==> config.mk <==
export PLATFORM = sky130hd
export DESIGN_NAME = sp_unit
export DESIGN_NICKNAME = d
export VERILOG_FILES = /design/src/rtl/cpu_common.sv /design/src/rtl/sp_bound_check.sv /design/src/rtl/sp_unit.sv
export SDC_FILE = /design/constraint.sdc
export NUM_CORES = 1
export LEC_CHECK = 0
export BUFFER_PORTS_ARGS = -buffer_cell sky130_fd_sc_hd__buf_2
export CORE_AREA = 3 3 165 167
export CTS_BUF_LIST = sky130_fd_sc_hd__clkbuf_4
export CTS_CLUSTER_DIAMETER = 30
export DETAILED_ROUTE_END_ITERATION = 10
export DIE_AREA = 0 0 168 170
export GPL_ROUTABILITY_DRIVEN = 0
export GPL_TIMING_DRIVEN = 0
export PLACE_DENSITY_LB_ADDON = 0.15
export SLEW_MARGIN = 20
export SYNTH_ARGS = -nofsm -noshare
export SYNTH_HDL_FRONTEND = slang
export SYNTH_SLANG_ARGS = --single-unit
==> constraint.sdc <==
create_clock -name clk -period 8.15 [get_ports clk]
set_input_delay 1.2225 -clock clk [delete_from_list [all_inputs] [get_ports clk]]
set_output_delay 1.2225 -clock clk [all_outputs]
set_load 0.05 [all_outputs]
==> src/rtl/cpu_common.sv <==
// Shared core types: legacy SP stepping codes plus the parametrised
// stack-pointer unit's operation and fault encodings.
package cpu_common;

  typedef enum logic [2:0] {
    SP_NONE,
    SP_INC_1,
    SP_INC_2,
    SP_DEC_1,
    SP_DEC_2
  } sp_operation_t;

  typedef enum logic [1:0] {
    SPU_NOP,
    SPU_PUSH,
    SPU_POP,
    SPU_LOAD
  } sp_unit_op_t;

  typedef enum logic [1:0] {
    SPF_NONE,
    SPF_OVERFLOW,
    SPF_UNDERFLOW,
    SPF_BAD_LOAD
  } sp_fault_t;

endpackage

==> src/rtl/sp_bound_check.sv <==
// Combinational next-SP computation and bound check for one stack op.
// Downward-growing stack: push pre-decrements, pop post-increments.
module sp_bound_check
  import cpu_common::*;
#(
  parameter int SP_WIDTH   = 16,
  parameter int STEP_WIDTH = 3
) (
  input  sp_unit_op_t           op,
  input  logic [SP_WIDTH-1:0]   sp,
  input  logic [STEP_WIDTH-1:0] step,
  input  logic [SP_WIDTH-1:0]   load_val,
  input  logic [SP_WIDTH-1:0]   limit_lo,
  input  logic [SP_WIDTH-1:0]   limit_hi,
  output logic [SP_WIDTH-1:0]   next_sp,
  output logic                  legal,
  output sp_fault_t             cause
);

  logic [SP_WIDTH:0] sp_x;
  logic [SP_WIDTH:0] step_x;
  logic [SP_WIDTH:0] dif;
  logic [SP_WIDTH:0] sum;
  logic [SP_WIDTH:0] last;
  logic              step_nz;

  assign sp_x    = {1'b0, sp};
  assign step_x  = {{(SP_WIDTH+1-STEP_WIDTH){1'b0}}, step};
  assign dif     = sp_x - step_x;
  assign sum     = sp_x + step_x;
  // highest byte address actually popped
  assign last    = sum - {{SP_WIDTH{1'b0}}, 1'b1};
  assign step_nz = |step;

  always_comb begin
    next_sp = sp;
    legal   = 1'b1;
    cause   = SPF_NONE;
    unique case (op)
      SPU_PUSH: begin
        if (step_nz) begin
          if (dif[SP_WIDTH] || (dif[SP_WIDTH-1:0] < limit_lo)) begin
            legal = 1'b0;
            cause = SPF_OVERFLOW;
          end else begin
            next_sp = dif[SP_WIDTH-1:0];
          end
        end
      end
      SPU_POP: begin
        if (step_nz) begin
          if (sum[SP_WIDTH] || (last > {1'b0, limit_hi})) begin
            legal = 1'b0;
            cause = SPF_UNDERFLOW;
          end else begin
            next_sp = sum[SP_WIDTH-1:0];
          end
        end
      end
      SPU_LOAD: begin
        if ((load_val < limit_lo) || (load_val > limit_hi)) begin
          legal = 1'b0;
          cause = SPF_BAD_LOAD;
        end else begin
          next_sp = load_val;
        end
      end
      SPU_NOP: begin
        next_sp = sp;
      end
    endcase
  end

endmodule

==> src/rtl/sp_unit.sv <==
// Stack-pointer unit: variable-step push/pop, direct load, programmable
// bounds, sticky RUN/FAULT state and a high-water-mark tracker.
module sp_unit
  import cpu_common::*;
#(
  parameter int                  SP_WIDTH   = 16,
  parameter int                  STEP_WIDTH = 3,
  parameter logic [SP_WIDTH-1:0] RESET_SP   = 16'hFFFF
) (
  input  logic                  clk,
  input  logic                  rst_async,
  input  sp_unit_op_t           op,
  input  logic [STEP_WIDTH-1:0] step,
  input  logic [SP_WIDTH-1:0]   load_val,
  input  logic                  cfg_we,
  input  logic [SP_WIDTH-1:0]   cfg_lo,
  input  logic [SP_WIDTH-1:0]   cfg_hi,
  input  logic                  fault_clear,
  output logic [SP_WIDTH-1:0]   sp,
  output logic [SP_WIDTH-1:0]   stack_addr,
  output logic [SP_WIDTH-1:0]   depth,
  output logic [SP_WIDTH-1:0]   hwm,
  output logic                  faulted,
  output sp_fault_t             fault_cause
);

  localparam logic [0:0] RUN   = 1'b0;
  localparam logic [0:0] FAULT = 1'b1;

  logic [0:0]          state;
  logic [0:0]          state_n;
  logic [SP_WIDTH-1:0] limit_lo;
  logic [SP_WIDTH-1:0] limit_hi;
  logic [SP_WIDTH-1:0] lo_n;
  logic [SP_WIDTH-1:0] hi_n;
  logic [SP_WIDTH-1:0] sp_n;
  logic [SP_WIDTH-1:0] hwm_n;
  logic [SP_WIDTH-1:0] hwm_base;
  logic [SP_WIDTH-1:0] chk_sp;
  logic                chk_legal;
  sp_fault_t           chk_cause;
  sp_fault_t           cause_n;

  sp_bound_check #(
    .SP_WIDTH  (SP_WIDTH),
    .STEP_WIDTH(STEP_WIDTH)
  ) u_chk (
    .op      (op),
    .sp      (sp),
    .step    (step),
    .load_val(load_val),
    .limit_lo(limit_lo),
    .limit_hi(limit_hi),
    .next_sp (chk_sp),
    .legal   (chk_legal),
    .cause   (chk_cause)
  );

  always_comb begin
    stack_addr = sp;
    unique case (op)
      SPU_PUSH: stack_addr = sp - {{(SP_WIDTH-STEP_WIDTH){1'b0}}, step};
      SPU_LOAD: stack_addr = load_val;
      SPU_POP:  stack_addr = sp;
      SPU_NOP:  stack_addr = sp;
    endcase
  end

  always_comb begin
    state_n  = state;
    cause_n  = fault_cause;
    sp_n     = sp;
    lo_n     = cfg_we ? cfg_lo : limit_lo;
    hi_n     = cfg_we ? cfg_hi : limit_hi;
    hwm_base = fault_clear ? sp : hwm;
    if (state == RUN) begin
      if (chk_legal) begin
        sp_n = chk_sp;
      end else begin
        state_n = FAULT;
        cause_n = chk_cause;
      end
    end else if (fault_clear) begin
      state_n = RUN;
      cause_n = SPF_NONE;
    end
    hwm_n = (sp_n < hwm_base) ? sp_n : hwm_base;
  end

  always_ff @(posedge clk or negedge rst_async) begin
    if (!rst_async) begin
      state       <= RUN;
      fault_cause <= SPF_NONE;
      sp          <= RESET_SP;
      limit_lo    <= '0;
      limit_hi    <= '1;
      hwm         <= RESET_SP;
      depth       <= {SP_WIDTH{1'b1}} - RESET_SP;
    end else begin
      state       <= state_n;
      fault_cause <= cause_n;
      sp          <= sp_n;
      limit_lo    <= lo_n;
      limit_hi    <= hi_n;
      hwm         <= hwm_n;
      depth       <= hi_n - sp_n;
    end
  end

  assign faulted = (state == FAULT);

endmodule

; Word-level counts from Yosys, hierarchy flattened
; Cells that the tools add are included.
[op_classes]
reduce_logical = 7
addsub = 5
n_mux = 30
eq_ne = 5
n_lt_le_gt_ge = 5
[op_table]
columns = cell, count
row1 = 16-bit two-way mux, 10
row2 = 16-bit case mux with 4 select lines, 1
row3 = 16-bit < comparator, 3
row4 = 16-bit case mux with 3 select lines, 1
row5 = 16-bit by 3-bit adder with 17-bit output, 1
row6 = 17-bit by 16-bit greater-than comparator with 1-bit output, 1
row7 = 16-bit by 3-bit subtractor with 17-bit output, 1
row8 = 17-bit by 1-bit subtractor with 17-bit output (second input constant), 1
row9 = 16-bit greater-than comparator, 1
row10 = 16-bit subtractor, 1
row11 = 16-bit by 3-bit subtractor with 16-bit output, 1
row12 = 2-bit two-way mux, 7
row13 = 1-bit two-way mux, 9
row14 = 2-bit case mux with 3 select lines, 1
row15 = 2-bit == test (second input constant), 2
row16 = 2-bit inequality test (second input constant), 2
row17 = 1-bit logical OR, 3
row18 = 1-bit case mux with 3 select lines, 1
row19 = 3-bit OR reduction, 1
row20 = 2-bit by 1-bit == test with 1-bit output (second input constant), 1
row21 = 2-bit logical NOT, 1
row22 = 2-bit AND reduction, 1
row23 = 2-bit OR reduction, 1
[word_totals]
word_cells = 59
inputBits = 57
ff_bits = 83
output_inout_bits = 67

; Depth between registers and ports, before layout
; Gate-level depths: netlist of the first run.
[depth]
depth_word = 11
depth_mapped = 34
mapped_depth_nobuf = 33

; Cells and area by module
; A second synthesis of the first run with hierarchy kept.
[hier_totals]
hier_cells = 905
hier_area_um2 = 8216.6
[by_module_without_submodules]
columns = module, cells_each, seq_area_each_um2, area_each_um2, instances
row1 = sp_unit, 438, 2137.0, 4838.4, 1
row2 = sp_bound_check, 467, 0.0, 3378.2, 1

; Worst setup path before layout of the first run
; No wires, ideal clock.
[synth_path]
path_type = input port to flip-flop
startpoint = input port step[0]
endpoint = register depth[14]
cell_stages = 31
required_ps = 8070
path_slack_ps = 425
arrival_ps = 7645
n_path_buf = 0
setup_time_ps = 80
path_cell_list = ha_1 > inv_1 > fa_1 > a211o_1 > or3_1 > nor4_1 > nand2_1 > nor3_1 > xor2_1 > ha_1 > a21o_1 > a21o_1 > o41ai_1 > a41oi_1 > nand2_1 > nor2_1 > a221oi_1 > a31o_2 > ha_1 > inv_1 > fa_1 > a21o_1 > a21oi_1 > o21bai_1 > a21oi_1 > o21bai_1 > a211oi_1 > o21ai_0 > a31o_2 > a21oi_1 > xnor2_1
[synth_via]
elab_chain_len = 10
word_cells_on_any_way = 21
classes_between = add/sub (4) / order compare (2) / mux (12) / reduce/logical (3)
[synth_rtl]
columns = element, line
row1 = from (decl), sp_unit.sv:13  ; input logic [STEP_WIDTH-1:0] step,
row2 = 16-bit by 3-bit adder with 17-bit output, sp_bound_check.sv:30  ; assign sum = sp_x + step_x;
row3 = 17-bit by 1-bit subtractor with 17-bit output, sp_bound_check.sv:32  ; assign last = sum - {{SP_WIDTH{1'b0}}, 1'b1};
row4 = 17-bit by 16-bit greater-than comparator with 1-bit output, sp_bound_check.sv:52  ; if (sum[SP_WIDTH] || (last > {1'b0, limit_hi})) begin
row5 = 1-bit logical OR, sp_bound_check.sv:52
row6 = 16-bit two-way mux or 1-bit two-way mux (tied branches), sp_bound_check.sv:52
row7 = 16-bit two-way mux or 1-bit two-way mux (tied branches), sp_bound_check.sv:51  ; if (step_nz) begin
row8 = 16-bit case mux with 4 select lines or 1-bit case mux with 3 select lines (tied branches), sp_bound_check.sv:39  ; unique case (op)
row9 = 16-bit two-way mux *, sp_unit.sv:77  ; if (chk_legal) begin
row10 = 16-bit two-way mux *, sp_unit.sv:76  ; if (state == RUN) begin
row11 = via sp_n[0], sp_unit.sv:36  ; logic [SP_WIDTH-1:0] sp_n;
row12 = 16-bit subtractor *, sp_unit.sv:106  ; depth <= hi_n - sp_n;
row13 = to (signal assigned), sp_unit.sv:98  ; depth <= {SP_WIDTH{1'b1}} - RESET_SP;
row14 = to (signal assigned), sp_unit.sv:106
row15 = to (decl), sp_unit.sv:21  ; output logic [SP_WIDTH-1:0] depth,
; Mark *: on every way through the listed nets, which the timed path passes. The rest lies on a longest branch.
; A chain may end at the register's enable or synchronous reset.

; Final worst setup path of the first run
[layout_path]
startpoint = input port step[2]
endpoint = register depth[15]
[layout_via]
elab_chain_len = 10
word_cells_on_any_way = 21
classes_between = add/sub (4) / order compare (2) / mux (12) / reduce/logical (3)
[layout_rtl]
columns = element, line
row1 = 16-bit by 3-bit adder with 17-bit output, sp_bound_check.sv:30
row2 = 17-bit by 1-bit subtractor with 17-bit output, sp_bound_check.sv:32
row3 = 17-bit by 16-bit greater-than comparator with 1-bit output, sp_bound_check.sv:52
row4 = 1-bit logical OR, sp_bound_check.sv:52
row5 = 16-bit two-way mux or 1-bit two-way mux (tied branches), sp_bound_check.sv:52
row6 = 16-bit two-way mux or 1-bit two-way mux (tied branches), sp_bound_check.sv:51
row7 = 16-bit case mux with 4 select lines or 1-bit case mux with 3 select lines (tied branches), sp_bound_check.sv:39
row8 = 16-bit two-way mux *, sp_unit.sv:77
row9 = 16-bit two-way mux *, sp_unit.sv:76
row10 = 16-bit subtractor *, sp_unit.sv:106
; Every way passes the cells marked *; elsewhere a longest branch is shown, timed or not.

==> results of run 1 <==
==> routing by layer <==
layer / track usage (%) / vias up / routed length (um)
met5: 0 / - / 0
met4: 6.297 / 0 / 724
met3: 3.345 / 36 / 1987
met2: 33.22 / 286 / 13720
met1: 29.38 / 3673 / 14090
li1: - / 3563 / -
==> placed cells by master (no fill, tap or decap), types with 7 or more instances in the layout <==
cell type,instances
mux2i_1,39
a21oi_1,39
nand2b_1,9
ha_1,97
buf_4,33
clkbuf_4,12
a21o_1,15
inv_1,71
nand4_1,13
and4_1,8
nor2_1,38
xnor2_1,36
dfstp_2,48
xor2_1,14
a211o_1,15
o22ai_1,7
o21ai_0,60
dfrtp_1,35
buf_2,123
clkbuf_1,24
o21a_1,7
o211ai_1,9
nand3_1,26
and3_1,8
nor3_1,10
nand2_1,90
==> report_power, final <==
part           internal, mW  leakage, nW  switching [mW]
Sequential            0.626        0.919           0.125
Combinational          1.20         3.34            2.13
Clock                 0.162        0.101           0.160
Total                  1.99         4.37            2.42
==> registers in the layout (all words and copies together), names as in the netlist <==
signal / count
hwm: 16
fault_cause: 2
depth: 16
sp: 16
limit_hi: 16
limit_lo: 16
faulted: 1
==> path summary, 6_finish.rpt <==
path / from / endpoint / slack, ns
max in group asynchronous: rst_async / sp[10] / 6.88
max reg2reg: sp[2] / depth[15] / 0.57
max: step[2] / depth[15] / 0.32
min: limit_lo[0] / limit_lo[0] / 0.57
min in group asynchronous: rst_async / limit_lo[9] / 0.58
min reg2reg: limit_lo[0] / limit_lo[0] / 0.57
==> per-stage QoR <==
stage	worst slack [ns]	utilization [%]	std cells	instance area (um^2)
2_1_floorplan	0.4253	-	884	7710
3_3_place_gp	-2.196	33.69	1339	8730
3_5_place_dp	-2.096	33.85	1340	8771
4_1_cts	0.01061	35.53	1367	9205
5_1_grt	-0.03053	36.91	1391	9564
6_report	0.3222	36.91	1391	9564
==> cell families (layout without fill, tap and decap cells) <==
logic type                 after synthesis  after routing  share of synthesized area (%)
AOI/OAI and AO/OA                      249            249                          22.67
muxes                                   46             46                          6.086
buffers and inverters                  110            281                          5.566
xor gates and xnor gates                51             51                          5.794
adders and majority gates              102            102                          16.85
other                                    0              1                              0
DFF                                     83             83                          27.72
and+or+nand+nor                        243            243                          15.32
==> area by class of cell <==
| class | instances | share of cell area, % |
|---|---|---|
| Timing Repair Buffer | 155 | 9.432 |
| Tap cell | 335 | 4.383 |
| Clock inverter | 5 | 1.086 |
| Inverter | 72 | 2.826 |
| Antenna cell | 1 | 0.02616 |
| Multi-Input combinational cell | 691 | 57.22 |
| Sequential cell | 83 | 22.34 |
| Clock buffer | 11 | 0.8634 |
| Buffer | 38 | 1.818 |
==> timing repair <==
action | in CTS | in global routing
gates resized for setup | 36 | 33
endpoints found under the setup margin | 27 | 21
setup buffers | 11 | 23
endpoints found under the hold margin | 0 | 0
pin swaps | 9 | 15
==> impl_metrics.ini, run 1 <==
[floorplanning]
die_area_um2 = 28560
io-pin-count = 124
die_height_um = 170
rows = 59
die_x_um = 168
coreArea_um2 = 25910
initial_core_util_pct = 29.76

[cts]
root_buffer = clkbuf_4
h-tree-depth = 3
clock_latency_ns = 0.48
cts_buffers = 9
cts_tree = built
cts.sinks = 83
cts_hold_buf = 0
clk_pin_slew_ns = 0.13
clk_path_buf_depth = 2

[pwr]
p_total_mw = 4.406
ir_worst_vdd_mv = 0.1922
p_per_area_nw_per_um2 = 460.7
power.leakage_nw = 4.365

[sta]
setup_viol = 0
slew_violations = 0
holdWs_ns = 0.5657
fin_crit_sh_pct = 96.05
fmax_mhz = 127.8
period_minus_slack_ns = 7.828
tightest_slew_ns = 0.9022
hold_viol_final = 0
slew-limit-headroom_pct = 39.85
clock_skew_ns = 0.03710
setup_tns_ns = 0

[synth]
synth_area_leaders = dfstp_2, ha_1, dfrtp_1, mux2i_1, nand2_1
avgSynthCellArea_um2 = 8.722
synth_edf_count = 0
synth_most_common_cell = ha_1
ys.flop_type = dfstp_2
yosysTopAreaCell = dfstp_2
yosysTopAreaCellShare_pct = 16.36
synth_cells = 884
ys_seq_area_share_pct = 27.72
syn_area_um2 = 7710
synth_commonest_cells = ha_1, nand2_1, inv_1
ys_ff_latch = 83
synthesis.nets = 1043
async_flop_share_pct = 100.0
synth_warnings = 0
yosysUniqueCellTypes = 82

[worst_setup_path]
cp.depth = 35
worstPathRequired_ns = 8.49
worst-path-buf-inv = 6
critPathKind = input port to register
arrival_ns = 8.17
crit_fanout = 9
r2r_cells = 33
crit_slowest_cell = a211o_4
start_kind = input port
critical_path.max_stage_delay_ns = 0.36
cp_top_family = compound AO/OA/AOI/OAI gates
cp-end-kind = register

[worst_hold_path]
whs_path_depth = 1
hp-class = register to register

[place]
port_buffers = 120
place_hpwl_um = 24260

[grt]
antenna_found_initial = 1
grt_pass1_wl_um = 45550
grt_max_degree = 56
grt_pass1_vias = 7330
grtUsageTotal_pct = 20.92
grt-ovfl-total = 0

[route]
drtAntennaViolNets = 0
wl_per_cell_um = 21.94
vias = 7558
viasPerCell = 5.434
drt_iter0_markers = 518
drc = 0
firstDrtPassIters = 6
wl_um = 30520

[final_layout]
seq_area_um2 = 2137
fill_cells = 2699
multi_input_area_um2 = 5473
fin_nets = 1209
drive_gt1_share_pct = 27.77
synthToLayoutAreaGrowth_pct = 24.05

[run_status]
status = finished, final reports clean

[run]
max-cap-violations = 0
Power figures use the tool's default switching activity.
==> run 2: changes to the inputs <==
Settings changed: CORE_AREA 3 3 165 167 to 3 3 153 155, DIE_AREA 0 0 168 170 to 0 0 156 158, MAX_ROUTING_LAYER set to met4.
==> run 2 against run 1 <==
Combinational power up 2%. Critical endpoint is now hwm[0]. Largest cell class unchanged. Design area fell by 0.78%. First-iteration DRC count is 28% higher. Maximum frequency up 0.56%. Critical path type unchanged.
==> impl_metrics.ini, run 2 (same netlist as run 1, synthesis figures left out) <==
[final_layout]
fin_nets = 1211
final_common_cell = buf_2
drive_gt1_share_pct = 27.81
fill_cells = 2219
final_cell_mix = buf_2, ha_1, nand2_1, inv_1, o21ai_0
synthToLayoutAreaGrowth_pct = 23.08

[worst_setup_path]
start_kind = input port
arrival_ns = 8.18
crit_fanout = 7
crit_slowest_cell = o221ai_1
critPathKind = input port to register
cp-end-kind = register
critical_path.max_stage_delay_ns = 0.52
worstPathRequired_ns = 8.55

[sta]
slew_violations = 0
period_minus_slack_ns = 7.784
slew-limit-headroom_pct = 40.66
worst_slack_ns = 0.3657
clock_skew_ns = 0.02786
tightest_slew_ns = 0.8901
setup_viol = 0
grt_setup_unrepaired = false
fin_crit_sh_pct = 95.51
hold_viol_final = 0
fmax_mhz = 128.5

[cts]
cts_buffers = 9
root_buffer = clkbuf_4
cts_hold_buf = 0
clk_pin_slew_ns = 0.15
h-tree-depth = 3
cts_tree = built
clk_path_buf_depth = 2
cts.sinks = 83
clock_latency_ns = 0.48

[place]
place_hpwl_um = 23180
pre_cts_ws_ns = -2.166
port_buffers = 120

[floorplanning]
io-pin-count = 124
die_height_um = 158
rows = 54
die_area_um2 = 24650
coreArea_um2 = 21960
initial_core_util_pct = 35.11
die_x_um = 156

[pwr]
power.leakage_nw = 4.344
p_per_area_nw_per_um2 = 460.5
p_total_mw = 4.370
ir_worst_vdd_mv = 0.2051

[route]
wl_per_cell_um = 21.83
vias = 7558
viasPerCell = 5.649
drc = 0
drt_iter0_markers = 665
drtAntennaViolNets = 0
firstDrtPassIters = 5
wl_um = 29210

[grt]
antenna_found_initial = 1
grt_pass1_vias = 7254
grt_max_degree = 54
grtUsageTotal_pct = 24.24
grt_pass1_wl_um = 43760
grt-ovfl-total = 0

[run]
max-cap-violations = 0

[run_status]
status = finished, final reports clean

[worst_hold_path]
hp-class = register to register
==> run 2: cell count changes in the layout (fill, tap and decap cells not counted), moves of 2 or more <==
cell / previous run / this run
clkbuf_4: 12 / 10
nor2_1: 38 / 40
clkinvlp_4: 0 / 3
o221ai_2: 4 / 2
nor2_2: 3 / 1
buf_4: 33 / 36
ha_1: 97 / 93
ha_4: 1 / 4
bufinv_16: 3 / 0
==> run 2: final timing paths <==
kind	from	slack, ns	cells past startpoint	to
worst min register to register	limit_lo[0]	0.56	1	limit_lo[0]
worst max-delay path	step[1]	0.37	33	hwm[0]
min in group asynchronous	rst_async	0.67	1	limit_lo[7]
max in group asynchronous	rst_async	6.77	2	hwm[8]
worst min-delay path	limit_lo[0]	0.56	1	limit_lo[0]
worst max register to register	sp[2]	0.55	31	hwm[0]
==> run 2: area by class of cell <==
cell class              instances  area (um^2)  area share [%]
clock buffers                  10        75.07          0.7911
flip-flops and latches         83         2137           22.52
plain buffers                  37        168.9           1.780
clock inverters                 6        41.29          0.4351
multi-input cells             692         5523           58.20
well taps                     280        350.3           3.692
repair buffers                157        920.9           9.705
diodes                          1        2.502         0.02637
inverters                      72        270.3           2.848
==> run 2: worst max-delay path, delay by kind of cell <==
kind	cells	cell delay (ns)
AO/OA/AOI/OAI	10	2.33
XOR/XNOR	1	0.23
adder cells (fa/ha/maj)	3	1.02
buffers and inverters	7	1.08
multiplexers	2	0.64
AND/OR/NAND/NOR	10	1.62
==> run 2: report_power, final <==
group          internal (mW)  switching, mW
registers              0.625          0.120
clock network         0.0659          0.164
logic                   1.24           2.15
total                   1.93           2.44
==> run 2: timing repair <==
item | in CTS | in global routing
setup endpoints to repair | 28 | 20
resized for setup | 32 | 45
setup buffers | 14 | 22
pin swaps | 7 | 18
gates cloned | 0 | 1
==> run 2: routing by layer <==
metal | part of all wire, % | wire (um) | vias up | GRT usage, %
met5 | 0 | 0 | - | -
met4 | 3.3 | 964 | 0 | 7.275
met3 | 6.7 | 1957 | 62 | 3.581
met2 | 44 | 12970 | 317 | 36.89
met1 | 46 | 13310 | 3601 | 33.44
li1 | - | - | 3578 | -
==> run 2: stage by stage <==
| step | utilization (%) | instances | setup TNS [ns] | instance area, um^2 | hold WS, ns |
|---|---|---|---|---|---|
| after floorplan | - | 884 | 0 | 7710 | 0.4959 |
| after global placement | 39.44 | 1284 | -42.23 | 8661 | 0.5362 |
| after detailed placement | 39.58 | 1285 | -42.17 | 8691 | 0.5298 |
| after CTS | 41.32 | 1315 | 0 | 9074 | 0.5655 |
| after global routing | 43.21 | 1338 | 0 | 9489 | 0.5975 |
| final | 43.21 | 1338 | 0 | 9489 | 0.5641 |
